`src/rtl/uop_split_push.sv`:
```
// Splits one vector instruction into uop_num micro-ops and pushes as many per cycle
// as the downstream uop queue can absorb, packed from push lane 0 upward.
module uop_split_push #(
  parameter type T = logic [31:0],
  parameter int unsigned M = 4,
  parameter int unsigned MAX_UOP = 8,
  localparam int unsigned UIDX_W = $clog2(MAX_UOP),
  localparam int unsigned CNT_W = $clog2(MAX_UOP) + 1
) (
  input  logic                       clk,
  input  logic                       rst_n,
  input  logic                       inst_valid,
  output logic                       inst_ready,
  input  T                           inst_data,
  input  logic [CNT_W-1:0]           inst_uop_num,
  input  logic                       clear,
  input  logic [M-1:0]               almost_full,
  output logic [M-1:0]               push,
  output T     [M-1:0]               uop_data,
  output logic [M-1:0][UIDX_W-1:0]   uop_idx,
  output logic [M-1:0]               uop_last,
  output logic                       busy,
  output logic [CNT_W-1:0]           remaining
);

  localparam int unsigned SW = $clog2(M + 1);
  localparam int unsigned NW = (CNT_W > SW) ? CNT_W : SW;

  logic             busy_q;
  T                 hold_data_q;
  logic [CNT_W-1:0] hold_num_q;
  logic [CNT_W-1:0] next_idx_q;

  logic [CNT_W-1:0] rem_cnt;
  logic [NW-1:0]    rem_w;
  logic [NW-1:0]    slots;
  logic [NW-1:0]    n;
  logic             finish;
  logic             accept;

  assign rem_cnt   = hold_num_q - next_idx_q;
  assign rem_w     = NW'(rem_cnt);
  assign remaining = rem_cnt;
  assign busy      = busy_q;

  // almost_full[i] set means at most i free slots, so the lowest set bit is the free count.
  always_comb begin
    slots = NW'(M);
    for (int i = int'(M) - 1; i >= 0; i--) begin
      if (almost_full[i]) slots = NW'(i);
    end
  end

  always_comb begin
    n = '0;
    if (busy_q && !clear) n = (rem_w < slots) ? rem_w : slots;
  end

  assign finish     = busy_q && (n == rem_w) && (rem_w != '0);
  assign inst_ready = !clear && (!busy_q || finish);
  assign accept     = inst_valid && inst_ready;

  always_comb begin
    push     = '0;
    uop_idx  = '0;
    uop_last = '0;
    uop_data = '0;
    for (int j = 0; j < int'(M); j++) begin
      push[j]     = (32'(j) < 32'(n));
      uop_idx[j]  = UIDX_W'(32'(next_idx_q) + 32'(j));
      uop_last[j] = push[j] && ((32'(next_idx_q) + 32'(j)) == (32'(hold_num_q) - 32'd1));
      uop_data[j] = hold_data_q;
    end
  end

  always_ff @(posedge clk or negedge rst_n) begin
    if (!rst_n) begin
      busy_q      <= 1'b0;
      hold_data_q <= '0;
      hold_num_q  <= '0;
      next_idx_q  <= '0;
    end else if (clear) begin
      busy_q      <= 1'b0;
      hold_data_q <= '0;
      hold_num_q  <= '0;
      next_idx_q  <= '0;
    end else if (accept) begin
      busy_q      <= 1'b1;
      hold_data_q <= inst_data;
      hold_num_q  <= (inst_uop_num == '0) ? CNT_W'(1) : inst_uop_num;
      next_idx_q  <= '0;
    end else if (busy_q) begin
      next_idx_q <= next_idx_q + CNT_W'(n);
      if (finish) busy_q <= 1'b0;
    end
  end

`ifdef ASSERT_ON
  logic [M-1:0] top_bit;
  assign top_bit = {1'b1, {(M-1){1'b0}}};

  a_uop_num_range: assert property (@(posedge clk) disable iff (!rst_n)
    accept |-> (inst_uop_num >= CNT_W'(1) && 32'(inst_uop_num) <= MAX_UOP));
  a_af_monotonic: assert property (@(posedge clk) disable iff (!rst_n)
    ((almost_full & ~(almost_full >> 1)) & ~top_bit) == '0);
  a_push_le_slots: assert property (@(posedge clk) disable iff (!rst_n)
    32'($countones(push)) <= 32'(slots));
  a_last_has_push: assert property (@(posedge clk) disable iff (!rst_n)
    (uop_last & ~push) == '0);
`endif

endmodule

```
`config.mk`:
```
export PLATFORM = sky130hd
export DESIGN_NAME = uop_split_push
export DESIGN_NICKNAME = d
export VERILOG_FILES = /design/src/rtl/uop_split_push.sv
export SDC_FILE = /design/constraint.sdc
export NUM_CORES = 1
export LEC_CHECK = 0
export ABC_AREA = 1
export BUFFER_PORTS_ARGS = -buffer_cell sky130_fd_sc_hd__buf_2
export CORE_MARGIN = 3
export CORE_UTILIZATION = 44
export CTS_BUF_LIST = sky130_fd_sc_hd__clkbuf_16
export DETAILED_ROUTE_END_ITERATION = 6
export HOLD_SLACK_MARGIN = 0.1
export PLACE_DENSITY_LB_ADDON = 0.25
export SYNTH_ARGS = -nofsm -noshare
export SYNTH_HDL_FRONTEND = slang
export SYNTH_SLANG_ARGS = --single-unit
```
`constraint.sdc`:
```
create_clock -name clk -period 4 [get_ports clk]
set_clock_uncertainty 0.05 [all_clocks]
set_input_delay 0.4 -clock clk [delete_from_list [all_inputs] [get_ports clk]]
set_output_delay 0.4 -clock clk [all_outputs]
set_load 0.005 [all_outputs]
```
**Yosys cells after proc, flatten, opt, wreduce, memory -nomap -nowiden**

Cells that the tools add are included.

- Register bits after elaboration: 41
- Input bits: 44
- Output and inout bits: 154
- Word-level logic and storage cells: 54

- $add $sub $neg: 6
- $lt $le $gt $ge: 5
- Equality and inequality tests: 5
- Multiplexer cells: 18
- Reductions and logical operators: 16

Operator list:

| cell | count |
|---|---|
| equality test 5 x 32 -> 1 bit | 3 |
| 2-to-1 mux 32 bit | 2 |
| 2-to-1 mux 4 bit | 10 |
| equality test 4 x 32 -> 1 bit | 1 |
| adder 4 x 2 -> 5 bit (second input constant) | 2 |
| logical AND 1 bit | 9 |
| < comparator 1 x 4 -> 1 bit (first input constant) | 2 |
| < comparator 2 x 4 -> 1 bit (first input constant) | 2 |
| 2-to-1 mux 3 bit | 2 |
| adder 4 x 1 -> 5 bit (second input constant) | 1 |
| subtractor 4 x 1 -> 5 bit (second input constant) | 1 |
| adder 4 bit | 1 |
| equality test 4 bit | 1 |
| zero test 4 bit | 1 |
| < comparator 4 bit | 1 |
| 2-to-1 mux 1 bit | 4 |
| nonzero test 4 bit | 1 |
| subtractor 4 bit | 1 |
| nonzero test 3 bit | 1 |
| zero test 1 bit | 2 |
| nonzero test 2 bit | 1 |
| logical OR 1 bit | 1 |

**Logic depth before layout (Yosys ltp)**

- Word-level depth: 15
- Mapped depth: 20
- Depth with buffers taken out: 19

**Worst setup path before layout**

OpenSTA, ideal clock, no wires.

- Path type: reg-to-output
- From: reg next_idx_q[0]
- To: out inst_ready
- Data arrival time: 2.740 ns
- Data required time: 3.550 ns
- Slack: 0.810 ns
- Stages on the path, launching flop included: 15
- Buffers on the path: 1
- Cell sequence: dfrtp_1 ha_1 fa_1 xnor2_1 ha_1 nand2_2 nand2_4 nand2_2 nand3_2 nand2_1 nand2_1 nor2_2 nand2_2 a21oi_4 buf_6

- Word-level cells in the longest chain between the ends: 9
- Elaborated cells between the ends (all ways): 10
- Those cells by class: add/sub: 1; order compare: 1; eq/ne: 1; mux: 2; reduce/logical: 5

Ends and longest elaborated chain:

| what | line | text |
|---|---|---|
| start: declaration | 32 | `logic [CNT_W-1:0] next_idx_q;` |
| start signal: assignment | 93 | `next_idx_q <= next_idx_q + CNT_W'(n);` |
| subtractor 4 bit (*) | 41 | `assign rem_cnt = hold_num_q - next_idx_q;` |
| via remaining[2] | 23 | `output logic [CNT_W-1:0] remaining` |
| < comparator 4 bit | 56 | `if (busy_q && !clear) n = (rem_w < slots) ? rem_w : slots;` |
| 2-to-1 mux 4 bit (2 in series) | 56 |  |
| equality test 4 bit | 59 | `assign finish = busy_q && (n == rem_w) && (rem_w != '0);` |
| logical AND 1 bit | 59 |  |
| logical AND 1 bit (*) | 59 |  |
| logical OR 1 bit (*) | 60 | `assign inst_ready = !clear && (!busy_q \|\| finish);` |
| logical AND 1 bit (*) | 60 |  |
| end: declaration | 13 | `output logic inst_ready,` |

The timed path passes the listed nets; every way through them passes the cells marked *.

**Worst setup path after layout**

- From: reg next_idx_q[0]
- To: out inst_ready

- Word-level cells in the longest chain between the ends: 9
- Elaborated cells between the ends (all ways): 10
- Those cells by class: add/sub: 1; order compare: 1; eq/ne: 1; mux: 2; reduce/logical: 5

Ends and longest elaborated chain:

| what | line |
|---|---|
| subtractor 4 bit (*) | 41 |
| < comparator 4 bit | 56 |
| 2-to-1 mux 4 bit (2 in series) | 56 |
| equality test 4 bit | 59 |
| logical AND 1 bit | 59 |
| logical AND 1 bit (*) | 59 |
| logical OR 1 bit (*) | 60 |
| logical AND 1 bit (*) | 60 |

Mark *: on every way between the ends. The rest lies on a longest branch, timed or not.

==> flow_metrics.env <==
export IMPL_fin_hold_ws_ns=0.2078
export IMPL_grt_met2_usage=0.2813
export IMPL_seq_power_share=0.360
export IMPL_grt_max_degree=42
export IMPL_irDropWorstVdd_mv=0.2220
export IMPL_reg2regPathDepth=17
export IMPL_drtPass1Iterations=7
export IMPL_synth_compound_area_frac=0.02529
export IMPL_regArea_sq_um=1026
export IMPL_synth_distinct_cells=32
export IMPL_gr_usage_met1=0.2101
export IMPL_n_fill_cell=764
export IMPL_via_count=2895
export IMPL_syn_avg_cell_area_sq_um=7.967
export IMPL_cp_common_cell="nand2_2"
export IMPL_routedWlPerCell_microns=12.91
export IMPL_rsz0062_at_grt="false"
export IMPL_routed_wirelength_microns=7851
export IMPL_clock_latency_ns=0.27
export IMPL_viasPerCell=4.762
export IMPL_root_buffer="clkbuf_16"
export IMPL_synthAdderAreaFrac=0.06116
export IMPL_layout_min_cycle_time_ns=3.637
export IMPL_layout_drive_gt1_share=0.4499
export IMPL_gp_congestion=0.8546
export IMPL_die_h_microns=92.79
export IMPL_status="finished clean"
export IMPL_r2r_start="next_idx_q[0]"
export IMPL_area_growth_pct=13.89
export IMPL_grt_busiest_layer="met2"
export IMPL_cts_htree_levels=2
export IMPL_pwr_share_comb=0.315
export IMPL_intPower_mw=0.9237
export IMPL_switching_share=0.3190
export IMPL_synth_area_leader_cell="dfrtp_1"
export IMPL_crit_buf_inv=1
export IMPL_ios=198
export IMPL_max_slew_margin_rel=0.3856
export IMPL_rrSetupSlack_ns=0.64
export IMPL_async_flop_share=1.000
export IMPL_finalMaxSlewViolations=0
export IMPL_dp_hpwl_microns=6030
export IMPL_crit_path_top_delay_cell="dfrtp_1"
export IMPL_netlist_area_sq_um=3314
export IMPL_startpoint_type="register"
export IMPL_slowest_delay_ns=0.49
export IMPL_arrival_ns=3.19
export IMPL_synth_commonest_cells="buf_4 (101), nand3_1 (86), nand2_1 (63)"
export IMPL_synth_mux_area_frac=0
export IMPL_setup_viol=0
export IMPL_path_clk_slew_ns=0.06
export IMPL_drv_cap=0
export IMPL_p_leak_nw=2.458
export IMPL_grt_overflow_total=0
export IMPL_worstPathRequired_ns=3.55
export IMPL_worstPathCellList="ha_1, fa_1, xnor2_1, ha_1, nand2_2, nand2_4, nand2_2, nand3_2, nand2_1, nand2_1, nor2_2, nand2_2, a21oi_4, buf_2"
export IMPL_setup_slack_ns=0.3632
export IMPL_cts_sink_count=41
export IMPL_crit_path_max_fanout=9
export IMPL_cts_tree="built"
export IMPL_ys_seq_elements=41
export IMPL_worst_pin_slew_ns=0.9217
export IMPL_p_clk_frac=0.325
export IMPL_clockBufferDepth=2
export IMPL_synth_nets=475
export IMPL_crit_type="register to output pin"
export IMPL_synth_flop_cell="dfrtp_1"
export IMPL_hold_viol_final=0
export IMPL_netlist_instances=416
export IMPL_ant_nets=0
export IMPL_hold_buffers=0
export IMPL_yosys_warnings=0
export IMPL_synth_simple_gate_area_share=0.2722
export IMPL_ys_top_cells_by_area="dfrtp_1 (31%), buf_4 (23%), nand3_1 (13%)"
export IMPL_rows=31
export IMPL_die_width_microns=92.79
export IMPL_critPathTopFamily="adder cells"
export IMPL_finalCritPeriodShare=0.9092
export IMPL_multi_input_area_sq_um=1311
export IMPL_nNetsFinal=567
export IMPL_r2r_end="hold_num_q[1]"
export IMPL_grt_usage=0.1658
export IMPL_final_setup_tns_ns=0
export IMPL_yosys_cell_count_top_type="buf_4"
export IMPL_antenna_found_initial=0
export IMPL_cts_resized_gates=0
export IMPL_fmax_mhz=275.0
export IMPL_antennaDiodeCount=0
export IMPL_fp_dieArea_sq_um=8610
export IMPL_core_sq_um=7292
export IMPL_grt_pass1_wl_microns=11740
export IMPL_yosysSeqAreaShare=0.3096
export IMPL_hold_class="primary input to asynchronous set/reset pin"
export IMPL_drc=0
export IMPL_synth_xor_area_share=0.03700
export IMPL_portBuffers=197
export IMPL_grt_pass1_vias=2512
export IMPL_cts_buffers=5
export IMPL_crit_path_end_kind="output pin"
export IMPL_place_ws_ns=0.6256
export IMPL_synth_edf_count=0
export IMPL_start_util=0.4545
export IMPL_cts_setup_buffers=0
export IMPL_drt_iter0_markers=72
export IMPL_synth_top_area_share=0.3096
export IMPL_p_per_area_nw_per_um2=359.3
export IMPL_power_net_switching_mw=0.4326
export IMPL_gr_usage_met3=0.04062
export IMPL_synth_top_family_by_area="buffers and inverters"
power by group through the flow:
stage,Combinational (mW),Sequential (mW),Clock (mW)
global route,0.474,0.494,0.474
finish,0.427,0.488,0.441
floorplan,0.350,0.494,0
global placement,0.428,0.493,0
detailed placement,0.432,0.495,0
CTS,0.433,0.489,0.451
layout by cell type, fill, tap and decap left out, drive strengths merged, types with 5 or more instances in the layout:
cell    netlist  final
xor2         10     10
nand3        90     90
clkbuf        2      5
dfrtp        41     41
inv          34     35
nor2          8      8
ha           13     13
nand2        71     71
nand4         5      5
buf         115    202
a21oi         7      7
worst max path at each step:
stage	from	endpoint	slack, ns	cells after the start
2_1_floorplan	next_idx_q[0]	inst_ready	0.81	14
3_3_place_gp	next_idx_q[0]	hold_data_q[16]	0.71	16
3_5_place_dp	next_idx_q[0]	hold_data_q[1]	0.63	17
4_1_cts	next_idx_q[0]	inst_ready	0.34	14
5_1_grt	next_idx_q[0]	inst_ready	0.18	14
6_report	next_idx_q[0]	inst_ready	0.36	14
flip-flops by register name (all words and copies together), names as in the netlist:
register	flops
hold_num_q	4
hold_data_q	32
busy	1
next_idx_q	4
layer usage:
layer  up-vias  wire [microns]
li1       1424               -
met1      1337            3320
met2       124            3815
met3        10             613
met4         0             102
met5         -               0
layout make-up:
| class | instances | area share |
|---|---|---|
| clock buffers | 5 | 0.03315 |
| well taps | 99 | 0.03281 |
| inverters | 34 | 0.03381 |
| clock inverters | 3 | 0.009944 |
| multi-input cells | 224 | 0.3474 |
| repair buffers | 202 | 0.2711 |
| flip-flops and latches | 41 | 0.2718 |
kinds of logic (layout without fill, tap and decap cells):
logic type,Yosys count,count (layout)
and+or+nand+nor,183,183
buffers and inverters,151,244
AOI/OAI and AO/OA,12,12
xor gates and xnor gates,14,14
adders and majority gates,15,15
DFF,41,41
stage by stage:
stage	utilization	instances	area, sq um	power, mW
2_1_floorplan	-	416	3314	0.8441
3_3_place_gp	0.4954	600	3612	0.9210
3_5_place_dp	0.4954	600	3612	0.9275
4_1_cts	0.5177	608	3775	1.373
5_1_grt	0.5177	608	3775	1.442
6_report	0.5177	608	3775	1.356
No activity file was read; power rests on OpenSTA's default activity.
